## config.mk

```make
export PLATFORM = sky130hd
export DESIGN_NAME = apb_timer_bus_arbiter
export DESIGN_NICKNAME = d
export VERILOG_FILES = /design/src/rtl/apb_timer_bus_arbiter_pkg.sv /design/src/rtl/apb_timer_bus_arbiter_rr_arbiter_2.sv /design/src/rtl/apb_timer_bus_arbiter.sv
export SDC_FILE = /design/constraint.sdc
export NUM_CORES = 1
export LEC_CHECK = 0
export CELL_PAD_IN_SITES_DETAIL_PLACEMENT = 1
export CELL_PAD_IN_SITES_GLOBAL_PLACEMENT = 2
export CORE_MARGIN = 2
export CORE_UTILIZATION = 21
export CTS_CLUSTER_DIAMETER = 50
export DETAILED_ROUTE_END_ITERATION = 8
export HOLD_SLACK_MARGIN = 0.06
export PLACE_DENSITY_LB_ADDON = 0.1
export SLEW_MARGIN = 0
export SYNTH_ARGS = -nofsm -noshare
export SYNTH_HDL_FRONTEND = slang
export SYNTH_SLANG_ARGS = --single-unit
```

## constraint.sdc

```tcl
create_clock -name pclk -period 1.55 [get_ports pclk]
set_input_delay 0.2325 -clock pclk [delete_from_list [all_inputs] [get_ports pclk]]
set_output_delay 0.2325 -clock pclk [all_outputs]
set_load 0.02 [all_outputs]
```

## src/rtl/apb_timer_bus_arbiter_pkg.sv

```systemverilog
// Shared definitions for the two-requester APB master in front of timer_counter_8bit.
package apb_timer_bus_arbiter_pkg;

    // APB master phase encoding, also exposed on the debug port
    typedef enum logic [1:0] {
        ST_IDLE   = 2'd0,
        ST_SETUP  = 2'd1,
        ST_ACCESS = 2'd2,
        ST_DONE   = 2'd3
    } apb_state_e;

    // Timer register map
    localparam logic [2:0] TDR_ADDR = 3'b010;  // timer data / reload register
    localparam logic [2:0] TCR_ADDR = 3'b011;  // timer control register

    // Timer control register bit positions
    localparam int TCR_LOAD_BIT   = 7;  // load TDR into the counter
    localparam int TCR_UPDN_BIT   = 5;  // 1 = count down, 0 = count up
    localparam int TCR_EN_BIT     = 4;  // counter enable
    localparam int TCR_CKS_LSB    = 0;  // clock select field [1:0]
    localparam int TCR_CKS_WIDTH  = 2;

endpackage

```

## src/rtl/apb_timer_bus_arbiter_rr_arbiter_2.sv

```systemverilog
// Two-way round-robin arbiter: on a tie the requester that did not win last time wins.
module rr_arbiter_2 (
    input  logic [1:0] req,
    input  logic       last_grant,
    output logic       grant,
    output logic       valid
);

    // Pick the winner purely combinationally; the caller owns last_grant
    always_comb begin
        valid = |req;
        grant = 1'b0;
        case (req)
            2'b01:   grant = 1'b0;
            2'b10:   grant = 1'b1;
            2'b11:   grant = ~last_grant;
            default: grant = 1'b0;
        endcase
    end

endmodule

```

## src/rtl/apb_timer_bus_arbiter.sv

```systemverilog
// Two-requester APB master sharing one timer APB slave port.
// Handshake: a requester holds req_i with stable command fields until it is granted;
// fields are captured at grant only, and ack_i pulses for exactly one cycle with
// rdata_i / err_i valid in that same cycle. Dropping req after grant does not cancel.
module apb_timer_bus_arbiter
    import apb_timer_bus_arbiter_pkg::*;
#(
    parameter int DATA_WIDTH = 8,
    parameter int ADDR_WIDTH = 3,
    parameter int TIMEOUT    = 16
) (
    input  logic                  pclk,
    input  logic                  preset_n,
    input  logic                  req_0,
    input  logic                  write_0,
    input  logic [ADDR_WIDTH-1:0] addr_0,
    input  logic [DATA_WIDTH-1:0] wdata_0,
    output logic                  ack_0,
    output logic [DATA_WIDTH-1:0] rdata_0,
    output logic                  err_0,
    input  logic                  req_1,
    input  logic                  write_1,
    input  logic [ADDR_WIDTH-1:0] addr_1,
    input  logic [DATA_WIDTH-1:0] wdata_1,
    output logic                  ack_1,
    output logic [DATA_WIDTH-1:0] rdata_1,
    output logic                  err_1,
    output logic                  psel,
    output logic                  penable,
    output logic                  pwrite,
    output logic [ADDR_WIDTH-1:0] paddr,
    output logic [DATA_WIDTH-1:0] pwdata,
    input  logic [DATA_WIDTH-1:0] prdata,
    input  logic                  pready,
    input  logic                  pslverr,
    output apb_state_e            dbg_state
);

    localparam int CNT_W = $clog2(TIMEOUT + 1);

    apb_state_e            state_q, state_d;
    logic                  psel_q, psel_d, penable_q, penable_d, pwrite_q, pwrite_d;
    logic [ADDR_WIDTH-1:0] paddr_q, paddr_d;
    logic [DATA_WIDTH-1:0] pwdata_q, pwdata_d;
    logic                  gnt_q, gnt_d, last_grant_q, last_grant_d;
    logic [CNT_W-1:0]      cnt_q, cnt_d;
    logic                  ack_0_q, ack_0_d, ack_1_q, ack_1_d;
    logic                  err_0_q, err_0_d, err_1_q, err_1_d;
    logic [DATA_WIDTH-1:0] rdata_0_q, rdata_0_d, rdata_1_q, rdata_1_d;
    logic                  arb_grant, arb_valid;
    logic                  finish;
    logic [DATA_WIDTH-1:0] fin_rdata;
    logic                  fin_err;

    rr_arbiter_2 u_arb (
        .req        ({req_1, req_0}),
        .last_grant (last_grant_q),
        .grant      (arb_grant),
        .valid      (arb_valid)
    );

    // Next-state, APB phase outputs, timeout counting and response routing
    always_comb begin
        state_d      = state_q;
        psel_d       = psel_q;
        penable_d    = penable_q;
        pwrite_d     = pwrite_q;
        paddr_d      = paddr_q;
        pwdata_d     = pwdata_q;
        gnt_d        = gnt_q;
        last_grant_d = last_grant_q;
        cnt_d        = cnt_q;
        ack_0_d      = 1'b0;
        ack_1_d      = 1'b0;
        err_0_d      = err_0_q;
        err_1_d      = err_1_q;
        rdata_0_d    = rdata_0_q;
        rdata_1_d    = rdata_1_q;
        finish       = 1'b0;
        fin_rdata    = '0;
        fin_err      = 1'b0;

        case (state_q)
            ST_IDLE: begin
                psel_d    = 1'b0;
                penable_d = 1'b0;
                if (arb_valid) begin
                    gnt_d        = arb_grant;
                    last_grant_d = arb_grant;
                    pwrite_d     = arb_grant ? write_1 : write_0;
                    paddr_d      = arb_grant ? addr_1  : addr_0;
                    pwdata_d     = arb_grant ? wdata_1 : wdata_0;
                    psel_d       = 1'b1;
                    state_d      = ST_SETUP;
                end
            end
            ST_SETUP: begin
                penable_d = 1'b1;
                state_d   = ST_ACCESS;
            end
            ST_ACCESS: begin
                if (pready) begin
                    finish    = 1'b1;
                    fin_rdata = pwrite_q ? '0 : prdata;
                    fin_err   = pslverr;
                end else if (cnt_q == CNT_W'(TIMEOUT - 1)) begin
                    // Last permitted wait cycle expired: abort with an error
                    finish    = 1'b1;
                    fin_rdata = '0;
                    fin_err   = 1'b1;
                end else begin
                    cnt_d = cnt_q + CNT_W'(1);
                end
            end
            ST_DONE: begin
                psel_d    = 1'b0;
                penable_d = 1'b0;
                cnt_d     = '0;
                state_d   = ST_IDLE;
            end
            default: state_d = ST_IDLE;
        endcase

        if (finish) begin
            state_d   = ST_DONE;
            psel_d    = 1'b0;
            penable_d = 1'b0;
            cnt_d     = '0;
            if (gnt_q) begin
                ack_1_d   = 1'b1;
                rdata_1_d = fin_rdata;
                err_1_d   = fin_err;
            end else begin
                ack_0_d   = 1'b1;
                rdata_0_d = fin_rdata;
                err_0_d   = fin_err;
            end
        end
    end

    // Register every state element; reset aborts any transfer in flight without an ack
    always_ff @(posedge pclk) begin
        if (!preset_n) begin
            state_q      <= ST_IDLE;
            psel_q       <= 1'b0;
            penable_q    <= 1'b0;
            pwrite_q     <= 1'b0;
            paddr_q      <= '0;
            pwdata_q     <= '0;
            gnt_q        <= 1'b0;
            last_grant_q <= 1'b1;
            cnt_q        <= '0;
            ack_0_q      <= 1'b0;
            ack_1_q      <= 1'b0;
            err_0_q      <= 1'b0;
            err_1_q      <= 1'b0;
            rdata_0_q    <= '0;
            rdata_1_q    <= '0;
        end else begin
            state_q      <= state_d;
            psel_q       <= psel_d;
            penable_q    <= penable_d;
            pwrite_q     <= pwrite_d;
            paddr_q      <= paddr_d;
            pwdata_q     <= pwdata_d;
            gnt_q        <= gnt_d;
            last_grant_q <= last_grant_d;
            cnt_q        <= cnt_d;
            ack_0_q      <= ack_0_d;
            ack_1_q      <= ack_1_d;
            err_0_q      <= err_0_d;
            err_1_q      <= err_1_d;
            rdata_0_q    <= rdata_0_d;
            rdata_1_q    <= rdata_1_d;
        end
    end

    assign psel      = psel_q;
    assign penable   = penable_q;
    assign pwrite    = pwrite_q;
    assign paddr     = paddr_q;
    assign pwdata    = pwdata_q;
    assign ack_0     = ack_0_q;
    assign ack_1     = ack_1_q;
    assign err_0     = err_0_q;
    assign err_1     = err_1_q;
    assign rdata_0   = rdata_0_q;
    assign rdata_1   = rdata_1_q;
    assign dbg_state = state_q;

endmodule

```

---- Word-level counts from Yosys, hierarchy flattened ----
Index checks and enable logic that the tools add are counted.
storage, ports and cells
  output and inout port bits .............. 36
  bits of input ports ..................... 38
  register bits ........................... 43
operators by class
  muxes and demuxes ....................... 23
  reductions and logical operators ........ 14
  bitwise operators ....................... 3
  $add $sub $neg .......................... 1
  equality and inequality tests ........... 9
operators by type and width
  cell                                                 number
  2-to-1 mux 8 bit                                     4
  2-to-1 mux 5 bit                                     2
  one-hot mux 5 bit (2 select lines)                   1
  AND reduction 2 bit                                  5
  2-to-1 mux 1 bit                                     9
  equality test 2 bit, second input constant           4
  one-hot mux 1 bit (2 select lines)                   3
  one-hot mux 2 bit (3 select lines)                   1
  nonzero test 2 bit                                   3
  OR reduction 2 bit                                   3
  adder 5 x 1 -> 5 bit, second input constant          1
  equality test 5 x 4 -> 1 bit, second input constant  1
  2-to-1 mux 2 bit                                     2
  != test 2 bit, second input constant                 2
  nonzero test 4 bit                                   1
  2-to-1 mux 3 bit                                     1
  != test 3 bit, second input constant                 1
  inverter 1 bit                                       3
  AND reduction 3 bit                                  1
  equality test 2 x 1 -> 1 bit, second input constant  1
  zero test 2 bit                                      1

---- Longest topological paths before layout ----
  depth in word-level cells ............... 6
  depth in mapped cells ................... 6
  depth with buffers taken out ............ 6

---- By module ----
A second synthesis with hierarchy kept.
unflattened totals
  cells, all modules ...................... 206
  area, all modules ....................... 1980.6 um^2
by module, submodules not included
  module                 cells an instance  area an instance (um^2)  seq. area each (um^2)  instances
  apb_timer_bus_arbiter  204                1966.9                   860.8                  1
  rr_arbiter_2           2                  13.8                     0.0                    1

---- Worst setup path after synthesis ----
No wires, ideal clock.
  path type ............................... reg2reg
  start ................................... register state_q[0], in the netlist dbg_state[0]
  end ..................................... register state_q[0], in the netlist dbg_state[0]
  period minus slack after synthesis ...... 1.680 ns
  data arrival time ....................... 1.606 ns
  path slack .............................. -0.130 ns
  stages on the path, launching flop included .. 5
  cells stage by stage .................... dfxtp_1 inv_1 ha_1 or4_1 a31oi_1
on the way
  longest elaborated chain between the ends .. 4
ends and longest elaborated chain
  item                                                                  RTL line                      text
  start: declaration                                                    apb_timer_bus_arbiter.sv:41   apb_state_e state_q, state_d;
  start signal: assignment                                              apb_timer_bus_arbiter.sv:160  state_q <= state_d;
  equality test 2 bit                                                   apb_timer_bus_arbiter.sv:83   case (state_q)
  2-to-1 mux 1 bit                                                      apb_timer_bus_arbiter.sv:83
  != test 3 bit (no source line) or nonzero test 4 bit (tied branches)  n/a
  AND reduction 2 bit (no source line)                                  n/a
Several ways; a longest one is shown, not always the timed one.
A chain may end at the register's enable or synchronous reset.

---- Worst setup path in the final report ----
  start ................................... register cnt_q[0]
  end ..................................... register rdata_1_q[3], in the netlist rdata_1[3]
on the way
  longest elaborated chain between the ends .. 5
ends and longest elaborated chain
  item                                  RTL line                      text
  start: declaration                    apb_timer_bus_arbiter.sv:46   logic [CNT_W-1:0] cnt_q, cnt_d;
  start signal: assignment              apb_timer_bus_arbiter.sv:168  cnt_q <= cnt_d;
  equality test 5 x 4 -> 1 bit          apb_timer_bus_arbiter.sv:106  end else if (cnt_q == CNT_W'(TIMEOUT - 1)) begin
  2-to-1 mux 1 bit                      apb_timer_bus_arbiter.sv:106
  2-to-1 mux 1 bit                      apb_timer_bus_arbiter.sv:102  if (pready) begin
  2-to-1 mux 1 bit                      apb_timer_bus_arbiter.sv:83
  AND reduction 2 bit (no source line)  n/a
  end signal: assignment                apb_timer_bus_arbiter.sv:174  rdata_1_q <= rdata_1_d;
  end: declaration                      apb_timer_bus_arbiter.sv:49   logic [DATA_WIDTH-1:0] rdata_0_q, rdata_0_d, rdata_1_q, rdata_1_d;
No other way between the ends.

==> results by group <==
Critical path
  – FF-to-FF setup slack: 0.005 ns
  – Critical Path AT: 1.71 ns
  – FF-to-FF End: rdata_1[3]$_SDFFE_PN0P_
  – R2R Path Start: cnt_q[0]$_SDFFE_PP0P_
  – CP Launch Type: register
  – CP max FO: 4
  – Crit Path Category: reg2reg
  – Worst R2R Path Depth: 7
  – Worst Setup End Kind: register
  – Req. time, crit path: 1.71 ns

Clock tree
  – Later-pin clock latency in the skew report: 0.29 ns
  – CTS tree: built
  – # hold bufs at CTS: 0
  – TritonCTS sink count: 43
  – CTS root buffer: clkbuf_8
  – Reg clk slew, reported paths: 0.09 ns
  – H-tree Lvls: 2
  – Number of buffers created by CTS: 5
  – Clk buf depth: 2

Place
  – Routability cong.: 0.727
  – Place WS: -0.0938 ns
  – Detailed placement HPWL: 4.33 mm
  – Port Buffers: 73

Synth
  – Synth Register Bits: 43
  – Warnings from Yosys: 0
  – Synth area leader: dfxtp_1
  – Synth async-reset ratio: 0%
  – Avg Synthesized Cell Area: 9.18 um2
  – Count of flip-flops with a built-in enable after synthesis: 0
  – Syn Inst Count: 191
  – Synth top area cells: dfxtp_1, a21oi_1, a22o_1
  – Syn_nets: 236
  – Dominant synthesized flop cell: dfxtp_1
  – Share of the yosys chip area belonging to registers: 49.1%
  – Yosys cell types: 39
  – Fraction of synthesized cell area taken by the top area cell type: 49.1%
  – Cell Area, Synth: 1750 um2

Timing
  – Crit share post-route: 99.7%
  – Clock skew: 0.0146 ns
  – Fmax achieved: 0.647 GHz
  – Actual slew at the worst max-slew pin: 0.339 ns
  – Setup violations, final: 0
  – Setup ws final: 0.00502 ns
  – Tmin final: 1.54 ns
  – Hold WS: 0.457 ns
  – Final hold viol count: 0
  – Max Slew Vio Count: 0
  – Max-Slew Margin vs Limit: 77.4%
  – Unrepaired setup endpoints after global routing: yes

Power
  – Tot Pwr: 0.00414 W
  – P per Cell Area: 1400 nW/um2
  – Sw Pwr: 0.00137 W
  – Switching share of power: 33.1%
  – Logic pwr share: 40.1%
  – Sequential Power Share: 34.7%
  – Internal power: 0.00277 W
  – Maximum vdd drop: 0.461 mV
  – Clock power share: 25.2%
  – P_leak: 1.19 nW

Final layout
  – Final #Nets: 329
  – Commonest non-fill, non-tap cell in the layout: clkdlybuf4s50_1
  – Filler cells: 945
  – Ant diodes: 0
  – FF+latch area: 866 um2
  – P&R area growth vs syn: 68.7%
  – Most frequent cells in the layout: clkdlybuf4s50_1, dfxtp_1, a21oi_1, buf_4, nand2_1
  – Layout cells sized above 1: 17.9%
  – Footprint of the multi-input gates: 911 um2

Detailed routing
  – DRC: 0
  – Vias per cell: 4.37
  – Via Count: 1705
  – Post-Route WL: 5.53 mm
  – Routed WL per cell: 14.2 um
  – Pre-antenna DRT Iters: 4
  – Antenna viol nets, final: 0
  – 1st-iter DRT viols: 45

Global route
  – Largest net degree at the start of global routing: 14
  – Gr ovfl total: 0
  – First-pass GRT wire length: 8.89 mm
  – Vias in the first global route: 1785
  – GR Util All Layers: 12.6%
  – Initial antenna violation count: 0

Floorplan
  – Top Ports: 74
  – Die Area: 9100 um2
  – FP Rows: 33
  – Die Wd: 95.4 um
  – Initial core utilization: 21.5%
  – Die Y: 95.4 um
  – Core area: 8180 um2

Status
  – Run status: finished, final reports clean

Min path
  – Worst hold path depth: 2
  – Hold Crit Class: reg2reg
  – Beginning of the worst hold path: rdata_1[0]$_SDFFE_PN0P_
  – Hold Path End: rdata_1[0]$_SDFFE_PN0P_

Flow run
  – Max Cap Viol: 0
[cell type report]
class                           instances  share of cell area (%)
Multi-Input combinational cell        135                    30.8
Timing Repair Buffer                   95                    30.5
Sequential cell                        43                    29.3
Tap cell                              105                    4.44
Clock buffer                            6                    2.45
Clock inverter                          2                    2.03
Inverter                                4                   0.507
[worst max-delay path by stage]
stage,from,endpoint,slack (ns)
after global routing,cnt_q[0]$_SDFFE_PP0P_,rdata_1[3]$_SDFFE_PN0P_,-0.03
after global placement,req_0,dbg_state[0]$_SDFFE_PN0P_,-0.08
final,cnt_q[0]$_SDFFE_PP0P_,rdata_1[3]$_SDFFE_PN0P_,0.005
after detailed placement,cnt_q[0]$_SDFFE_PP0P_,rdata_1[0]$_SDFFE_PN0P_,-0.09
after floorplan,dbg_state[0]$_SDFFE_PN0P_,dbg_state[0]$_SDFFE_PN0P_,-0.02
after CTS,dbg_state[0]$_SDFFE_PN0P_,rdata_1[4]$_SDFFE_PN0P_,0.001
[flip-flops by register name (all words and copies together), names as in the netlist, 2 cells and up]
register   cells
rdata_1        8
rdata_0        8
paddr          3
pwdata         8
cnt_q          5
dbg_state      2
[timing repair]
action                     4_1_cts  5_1_grt
setup buffers                    0        0
gates resized for setup         10       12
setup endpoints to repair       25       30
pin swaps                        0        5
[metal layers]
layer	vias to the layer above	GRT usage (%)	wire, um
met1	788	16.1	2570
met5	-	0	0
met3	5	4.90	370
li1	868	-	-
met4	0	2.86	43
met2	44	20.1	2550
[cells in the mapped netlist, drive strengths merged (2+ instances only)]
library cell / number
dfxtp: 43
a21oi: 31
nand2: 19
o21ai: 19
a22o: 11
nor2: 11
ha: 7
clkbuf: 5
nand3: 5
buf: 4
inv: 4
mux2i: 3
a31oi: 2
and3: 2
nand2b: 2
nor3: 2
nor3b: 2
o21a: 2
xor2: 2
[per-stage QoR]
step | cells | setup TNS (ns) | utilization, % | area (um2)
2_1_floorplan | 191 | -0.0214 | - | 1770
3_3_place_gp | 382 | -1.26 | 33.7 | 2750
3_5_place_dp | 382 | -2.00 | 33.7 | 2750
4_1_cts | 390 | 0 | 35.6 | 2910
5_1_grt | 390 | -0.158 | 36.2 | 2960
6_report | 390 | 0 | 36.2 | 2960
[worst max-delay path, stage by stage (launching register included)]
cell and delay, ns:
dfxtp_2 0.35, ha_4 0.16, and3_4 0.18, ha_4 0.17
o211a_4 0.27, buf_4 0.15, nand3_1 0.07, a21oi_1 0.06
[power groups by stage]
| stage | clock (W) | combinational (W) | sequential (W) |
|---|---|---|---|
| floorplan | 0 | 0.000644 | 0.00167 |
| global placement | 0 | 0.00168 | 0.00145 |
| detailed placement | 0 | 0.00167 | 0.00145 |
| CTS | 0.00108 | 0.00168 | 0.00144 |
| global route | 0.00113 | 0.00183 | 0.00146 |
| finish | 0.00104 | 0.00166 | 0.00144 |
[kinds of logic (layout without fill, tap and decap cells)]
kind of cell    count (synthesis)  count (layout)  share of synthesized area (%)
fa+ha+maj                       7               7                           4.99
buf+inv                        13             107                           3.35
flops                          43              43                           49.1
compound gates                 73              73                           25.4
mux                             3               3                           1.71
simple gates                   49              49                           14.0
xor+xnor                        3               3                           1.50
Power figures use the tool's default switching activity.
